### config.mk
export PLATFORM = sky130hd
export DESIGN_NAME = usb_chan_fifo
export DESIGN_NICKNAME = d
export VERILOG_FILES = /design/src/rtl/usb_chan_fifo.sv
export SDC_FILE = /design/constraint.sdc
export NUM_CORES = 1
export LEC_CHECK = 0
export CELL_PAD_IN_SITES_DETAIL_PLACEMENT = 0
export CELL_PAD_IN_SITES_GLOBAL_PLACEMENT = 2
export CORE_MARGIN = 1.5
export CORE_UTILIZATION = 40
export CTS_BUF_LIST = sky130_fd_sc_hd__clkbuf_16
export DETAILED_ROUTE_END_ITERATION = 10
export PLACE_DENSITY = 0.84
export SETUP_SLACK_MARGIN = 0.02
export SLEW_MARGIN = 20
export SYNTH_ARGS = -nofsm -noshare
export SYNTH_HDL_FRONTEND = slang
export SYNTH_SLANG_ARGS = --single-unit
### constraint.sdc
create_clock -name clk -period 6.9 [get_ports clk]
set_clock_uncertainty 0.1 [all_clocks]
set_input_delay 0.69 -clock clk [delete_from_list [all_inputs] [get_ports clk]]
set_output_delay 0.69 -clock clk [all_outputs]
set_load 0.1 [all_outputs]
### src/rtl/usb_chan_fifo.sv
// Multi-channel receive FIFO bank: per-channel circular buffers, shared write
// bus, one registered read port. Optional almost_full: USB_CHAN_FIFO_AFULL_EN.
module usb_chan_fifo #(
    parameter int WIDTH     = 8,
    parameter int DEPTH     = 8,
    parameter int NCH       = 4,
    parameter int AFULL_LVL = DEPTH - 2
) (
    input  logic                                 clk,
    input  logic                                 n_rst,
    input  logic [NCH-1:0]                       w_enable,
    input  logic [WIDTH-1:0]                     w_data,
    input  logic                                 r_enable,
    input  logic [(NCH > 1 ? $clog2(NCH) : 1)-1:0] r_sel,
    input  logic [NCH-1:0]                       flush,
    output logic [WIDTH-1:0]                     r_data,
    output logic                                 r_valid,
    output logic [NCH-1:0]                       empty,
    output logic [NCH-1:0]                       full,
    output logic [NCH-1:0]                       almost_full,
    output logic [NCH*$clog2(DEPTH+1)-1:0]       count,
    output logic [NCH-1:0]                       overflow,
    output logic [NCH-1:0]                       underflow
);

    localparam int PW = $clog2(DEPTH);
    localparam int CW = $clog2(DEPTH + 1);
    localparam int SW = (NCH > 1) ? $clog2(NCH) : 1;

    if (DEPTH < 2 || (DEPTH & (DEPTH - 1)) != 0) begin : g_bad_depth
        $error("usb_chan_fifo: DEPTH must be a power of 2, >= 2");
    end
    if (NCH < 1) begin : g_bad_nch
        $error("usb_chan_fifo: NCH must be >= 1");
    end
    if (AFULL_LVL < 0 || AFULL_LVL > DEPTH) begin : g_bad_afull
        $error("usb_chan_fifo: AFULL_LVL out of range");
    end

    logic [WIDTH-1:0] r_mem [NCH][DEPTH];
    logic [PW-1:0]    r_wptr [NCH];
    logic [PW-1:0]    r_rptr [NCH];
    logic [CW-1:0]    r_cnt [NCH];
    logic [CW-1:0]    w_cnt_nxt [NCH];
    logic [NCH-1:0]   r_empty;
    logic [NCH-1:0]   r_full;
    logic [NCH-1:0]   r_ovf;
    logic [NCH-1:0]   r_udf;
    logic [NCH-1:0]   w_sel;
    logic [NCH-1:0]   w_rd_hit;
    logic [NCH-1:0]   w_rd_miss;
    logic [NCH-1:0]   w_wr_acc;
    logic [NCH-1:0]   w_wr_drop;
    logic [WIDTH-1:0] w_head;
    logic             w_rd_any;

    // Accept/drop decisions per channel; flush beats any access to its channel.
    always_comb begin
        w_sel     = '0;
        w_rd_hit  = '0;
        w_rd_miss = '0;
        w_wr_acc  = '0;
        w_wr_drop = '0;
        w_head    = '0;
        for (int k = 0; k < NCH; k++) begin
            w_cnt_nxt[k] = r_cnt[k];
            w_sel[k]     = r_enable && (r_sel == SW'(k));
            w_rd_hit[k]  = w_sel[k] && !r_empty[k] && !flush[k];
            w_rd_miss[k] = w_sel[k] && r_empty[k] && !flush[k];
            w_wr_acc[k]  = w_enable[k] && !flush[k] && (!r_full[k] || w_rd_hit[k]);
            w_wr_drop[k] = w_enable[k] && !flush[k] && r_full[k] && !w_rd_hit[k];
            if (flush[k])
                w_cnt_nxt[k] = '0;
            else if (w_wr_acc[k] && !w_rd_hit[k])
                w_cnt_nxt[k] = r_cnt[k] + CW'(1);
            else if (!w_wr_acc[k] && w_rd_hit[k])
                w_cnt_nxt[k] = r_cnt[k] - CW'(1);
            if (w_rd_hit[k])
                w_head = r_mem[k][r_rptr[k]];
        end
        w_rd_any = |w_rd_hit;
    end

    // Per-channel pointers, occupancy, status and sticky error flags.
    always_ff @(posedge clk or negedge n_rst) begin
        if (!n_rst) begin
            for (int k = 0; k < NCH; k++) begin
                r_wptr[k] <= '0;
                r_rptr[k] <= '0;
                r_cnt[k]  <= '0;
            end
            r_empty <= '1;
            r_full  <= '0;
            r_ovf   <= '0;
            r_udf   <= '0;
        end else begin
            for (int k = 0; k < NCH; k++) begin
                r_cnt[k]   <= w_cnt_nxt[k];
                r_empty[k] <= (w_cnt_nxt[k] == '0);
                r_full[k]  <= (w_cnt_nxt[k] == CW'(DEPTH));
                if (flush[k]) begin
                    r_wptr[k] <= '0;
                    r_rptr[k] <= '0;
                    r_ovf[k]  <= 1'b0;
                    r_udf[k]  <= 1'b0;
                end else begin
                    if (w_wr_acc[k])
                        r_wptr[k] <= r_wptr[k] + PW'(1);
                    if (w_rd_hit[k])
                        r_rptr[k] <= r_rptr[k] + PW'(1);
                    if (w_wr_drop[k])
                        r_ovf[k] <= 1'b1;
                    if (w_rd_miss[k])
                        r_udf[k] <= 1'b1;
                end
            end
        end
    end

    // Storage array; contents need no reset.
    always_ff @(posedge clk) begin
        for (int k = 0; k < NCH; k++) begin
            if (w_wr_acc[k])
                r_mem[k][r_wptr[k]] <= w_data;
        end
    end

    // Registered shared read port; r_data holds on a dropped read.
    always_ff @(posedge clk or negedge n_rst) begin
        if (!n_rst) begin
            r_data  <= '0;
            r_valid <= 1'b0;
        end else begin
            r_valid <= w_rd_any;
            if (w_rd_any)
                r_data <= w_head;
        end
    end

`ifdef USB_CHAN_FIFO_AFULL_EN
    logic [NCH-1:0] r_afull;

    // Almost-full tracks the next-state occupancy like empty/full.
    always_ff @(posedge clk or negedge n_rst) begin
        if (!n_rst) begin
            r_afull <= '0;
        end else begin
            for (int k = 0; k < NCH; k++)
                r_afull[k] <= (w_cnt_nxt[k] >= CW'(AFULL_LVL));
        end
    end

    assign almost_full = r_afull;
`else
    assign almost_full = '0;
`endif

    // Flatten per-channel occupancy onto the count bus.
    always_comb begin
        count = '0;
        for (int k = 0; k < NCH; k++)
            count[k*CW +: CW] = r_cnt[k];
    end

    assign empty     = r_empty;
    assign full      = r_full;
    assign overflow  = r_ovf;
    assign underflow = r_udf;

endmodule

==> results.json <==
{
  "synth_ff_type": "edfxtp_1",
  "grt_pass1_vias": 7401,
  "worstMarginPinSlew_ns": 1.089,
  "routed_wl_um": 28350,
  "synthAdderAreaFrac": 0.01501,
  "path_clk_slew_ns": 0.06,
  "grt_start_max_net_pins": 66,
  "dr_total_vias": 7239,
  "r2r_cells": 5,
  "r2r-start": "empty[0]",
  "dieWidth_um": 185.6,
  "synth_area_um2": 13340,
  "areaGrowthSynthToFinish_pct": 15.79,
  "antenna-diode-count": 0,
  "worst-setup-path-type": "in2reg",
  "synthMuxAreaShare": 0.1259,
  "postRouteAntennaNets": 0,
  "cp_slowest_cell": "nor3_1",
  "cts_htree_levels": 2,
  "dr.pass1.iters": 7,
  "finalMaxSlewViolations": 0,
  "grt_antenna_before_repair": 0,
  "cp_max_fo": 15,
  "hold_class": "in2async",
  "yosysSeqAreaShare": 0.6985,
  "synth_top_family_by_area": "multiplexers",
  "clk_latency_ns": 0.51,
  "cp.arrival_ns": 3.55,
  "grt_usage": 0.1701,
  "grt.overflow.total": 0,
  "fin_util": 0.4724,
  "cp-startpoint": "r_sel[1]",
  "cpPeakStageDelay_ns": 0.81,
  "yosys.area.top_type_share": 0.5762,
  "hold_buffers": 0,
  "synth_xor_xnor_area_share": 0.01444,
  "synth_area_leaders": "edfxtp_1 58%, dfrtp_1 11%, mux2i_1 6.6%",
  "syn_inst": 837,
  "portBuffers": 61,
  "fin_setup_tns_ns": 0,
  "die_h_um": 185.6,
  "ys_ff_latch": 321,
  "powerDensity_nw_per_um2": 297.3,
  "rows": 66,
  "grt_setup_unrepaired": "no",
  "vias_per_cell": 5.276,
  "period_needed_ns": 3.522,
  "dieArea_um2": 34460,
  "pre_cts_slack_ns": 2.644,
  "cp-start-kind": "input pin",
  "cts_resized": 0,
  "synth_simple_gate_area_share": 0.07578,
  "cp-end-kind": "flop",
  "coreArea_um2": 32700,
  "yosys.cell_types.count": 55,
  "r2r_slack_ns": 4.00,
  "hpwl_um": 18080,
  "nets": 940,
  "max-cap-violations": 0,
  "reg2reg_to": "r_mem[0][50]",
  "min_period_over_period": 0.5105,
  "wl_per_cell_um": 20.66,
  "max-slew-margin-rel": 0.2684,
  "synth_compound_area_frac": 0.04811,
  "clock.fmax_ghz": 0.2839,
  "synth-async-reset-ratio": 0.2025,
  "gp_congestion": 0.8032,
  "final-setup-viol-count": 0,
  "drt-initial-drc-count": 500,
  "yosysTopAreaCell": "edfxtp_1",
  "numCtsBuffers": 35,
  "path_cells": "clkdlybuf4s50_1 > nor4b_2 > o21ai_1 > nor2_1 > nand2_1 > nor3_1",
  "avgSynthCellArea_um2": 15.94,
  "clock-sinks": 321,
  "start_util": 0.4080,
  "crit_required_ns": 6.93,
  "drive_above_1_share": 0.1258,
  "root_buffer": "clkbuf_16",
  "design_area_um2": 15450,
  "grt_first_pass_wirelength_um": 43330,
  "place_area_um2": 14390,
  "hold_viol_final": 0,
  "p_leak_nw": 5.254,
  "cts_buffer_depth": 3,
  "status": "finished clean",
  "final.setup.worst_slack_ns": 3.378,
  "cts_tree": "yes",
  "endpoint": "r_mem[0][50]",
  "synth_edf_count": 256,
  "ys_warn_count": 0,
  "ir_worst_vdd_mv": 0.1929,
  "cts_setup_buffers": 0,
  "drc_errors": 0,
  "layout_commonest_cell": "edfxtp_1",
  "num_io_pins": 66,
  "layout_common_cells": "256 x edfxtp_1, 88 x mux2i_1, 84 x nor2_1, 58 x dfrtp_1, 58 x clkdlybuf4s50_1"
}
-- layer usage --
layer  global-route usage  share of wire  up-vias
met3              0.02387          0.038       39
met1               0.2212           0.44     3694
met5                    0              0        -
met4              0.04935          0.021        0
met2               0.2969           0.51      152
li1                     -              -     3354
-- through the flow --
step           total power, mW  std cells  hold WS, ns
4_1_cts                  4.646       1372       0.2201
3_3_place_gp             2.922       1308       0.3828
6_report                 4.593       1372       0.1904
5_1_grt                  4.746       1372       0.2695
2_1_floorplan            2.719        840       0.2944
3_5_place_dp             2.929       1308       0.3951
-- worst min-delay path by stage --
stage	from	to	slack (ns)	cells past startpoint
floorplan	n_rst	count[0]	0.29	0
detailed placement	underflow[1]	underflow[1]	0.40	2
CTS	n_rst	overflow[1]	0.22	1
global route	n_rst	r_wptr[7]	0.27	1
global placement	overflow[2]	overflow[2]	0.38	2
finish	n_rst	overflow[1]	0.19	1
-- cell families after synthesis --
family / Yosys count
flip-flops: 321
AND/OR/NAND/NOR: 199
multiplexers: 125
AO/OA/AOI/OAI: 85
buffers and inverters: 68
XOR/XNOR: 22
adder cells (fa/ha/maj): 16
other: 1
-- critical path, delay by kind of cell --
family                 cells  cell delay, ns
AOI/OAI and AO/OA          1            0.29
buffers and inverters      1            0.71
and+or+nand+nor            4            1.85
-- synth_stat cells (4+ instances only) --
| library cell | instances |
|---|---|
| edfxtp_1 | 256 |
| mux2i_1 | 88 |
| nor2_1 | 84 |
| dfrtp_1 | 61 |
| mux4_2 | 34 |
| nand2_1 | 25 |
| nor3_1 | 21 |
| inv_1 | 20 |
| clkbuf_1 | 19 |
| nand2b_1 | 17 |
| ha_1 | 16 |
| buf_2 | 15 |
| xnor2_1 | 14 |
| nor2b_1 | 12 |
| a22oi_1 | 11 |
| a211o_1 | 9 |
| a31oi_1 | 9 |
| buf_1 | 9 |
| xor2_1 | 8 |
| a211oi_1 | 7 |
| o22ai_1 | 7 |
| a21oi_1 | 6 |
| a221oi_1 | 6 |
| a22o_1 | 6 |
| a32o_1 | 6 |
| nand3_1 | 6 |
| buf_4 | 5 |
| or4_1 | 5 |
| dfstp_2 | 4 |
| nand3b_1 | 4 |
| o21ai_1 | 4 |
| or3_1 | 4 |
-- power by group --
part / switching (mW) / internal, mW / total [mW] / leakage [nW]
Combinational: 0.465 / 0.171 / 0.636 / 1.52
Clock: 0.740 / 0.970 / 1.71 / 0.555
Sequential: 0.0784 / 2.17 / 2.25 / 3.17
Total: 1.28 / 3.31 / 4.59 / 5.25
-- cell type report --
type	count	area [um^2]
repair buffers	74	695.7
multi-input cells	451	3751
clock buffers	35	875.8
well taps	442	553.0
flip-flops and latches	321	9323
inverters	20	75.07
clock inverters	29	175.2
fillers	2841	17250
-- flip-flops by register name, summed over array words and instances, names as in the netlist --
register / count
count: 16
empty: 4
full: 4
overflow: 4
r_data: 8
r_mem: 256
r_rptr: 12
r_valid: 1
r_wptr: 12
underflow: 4
(Power assumes the default switching activity.)
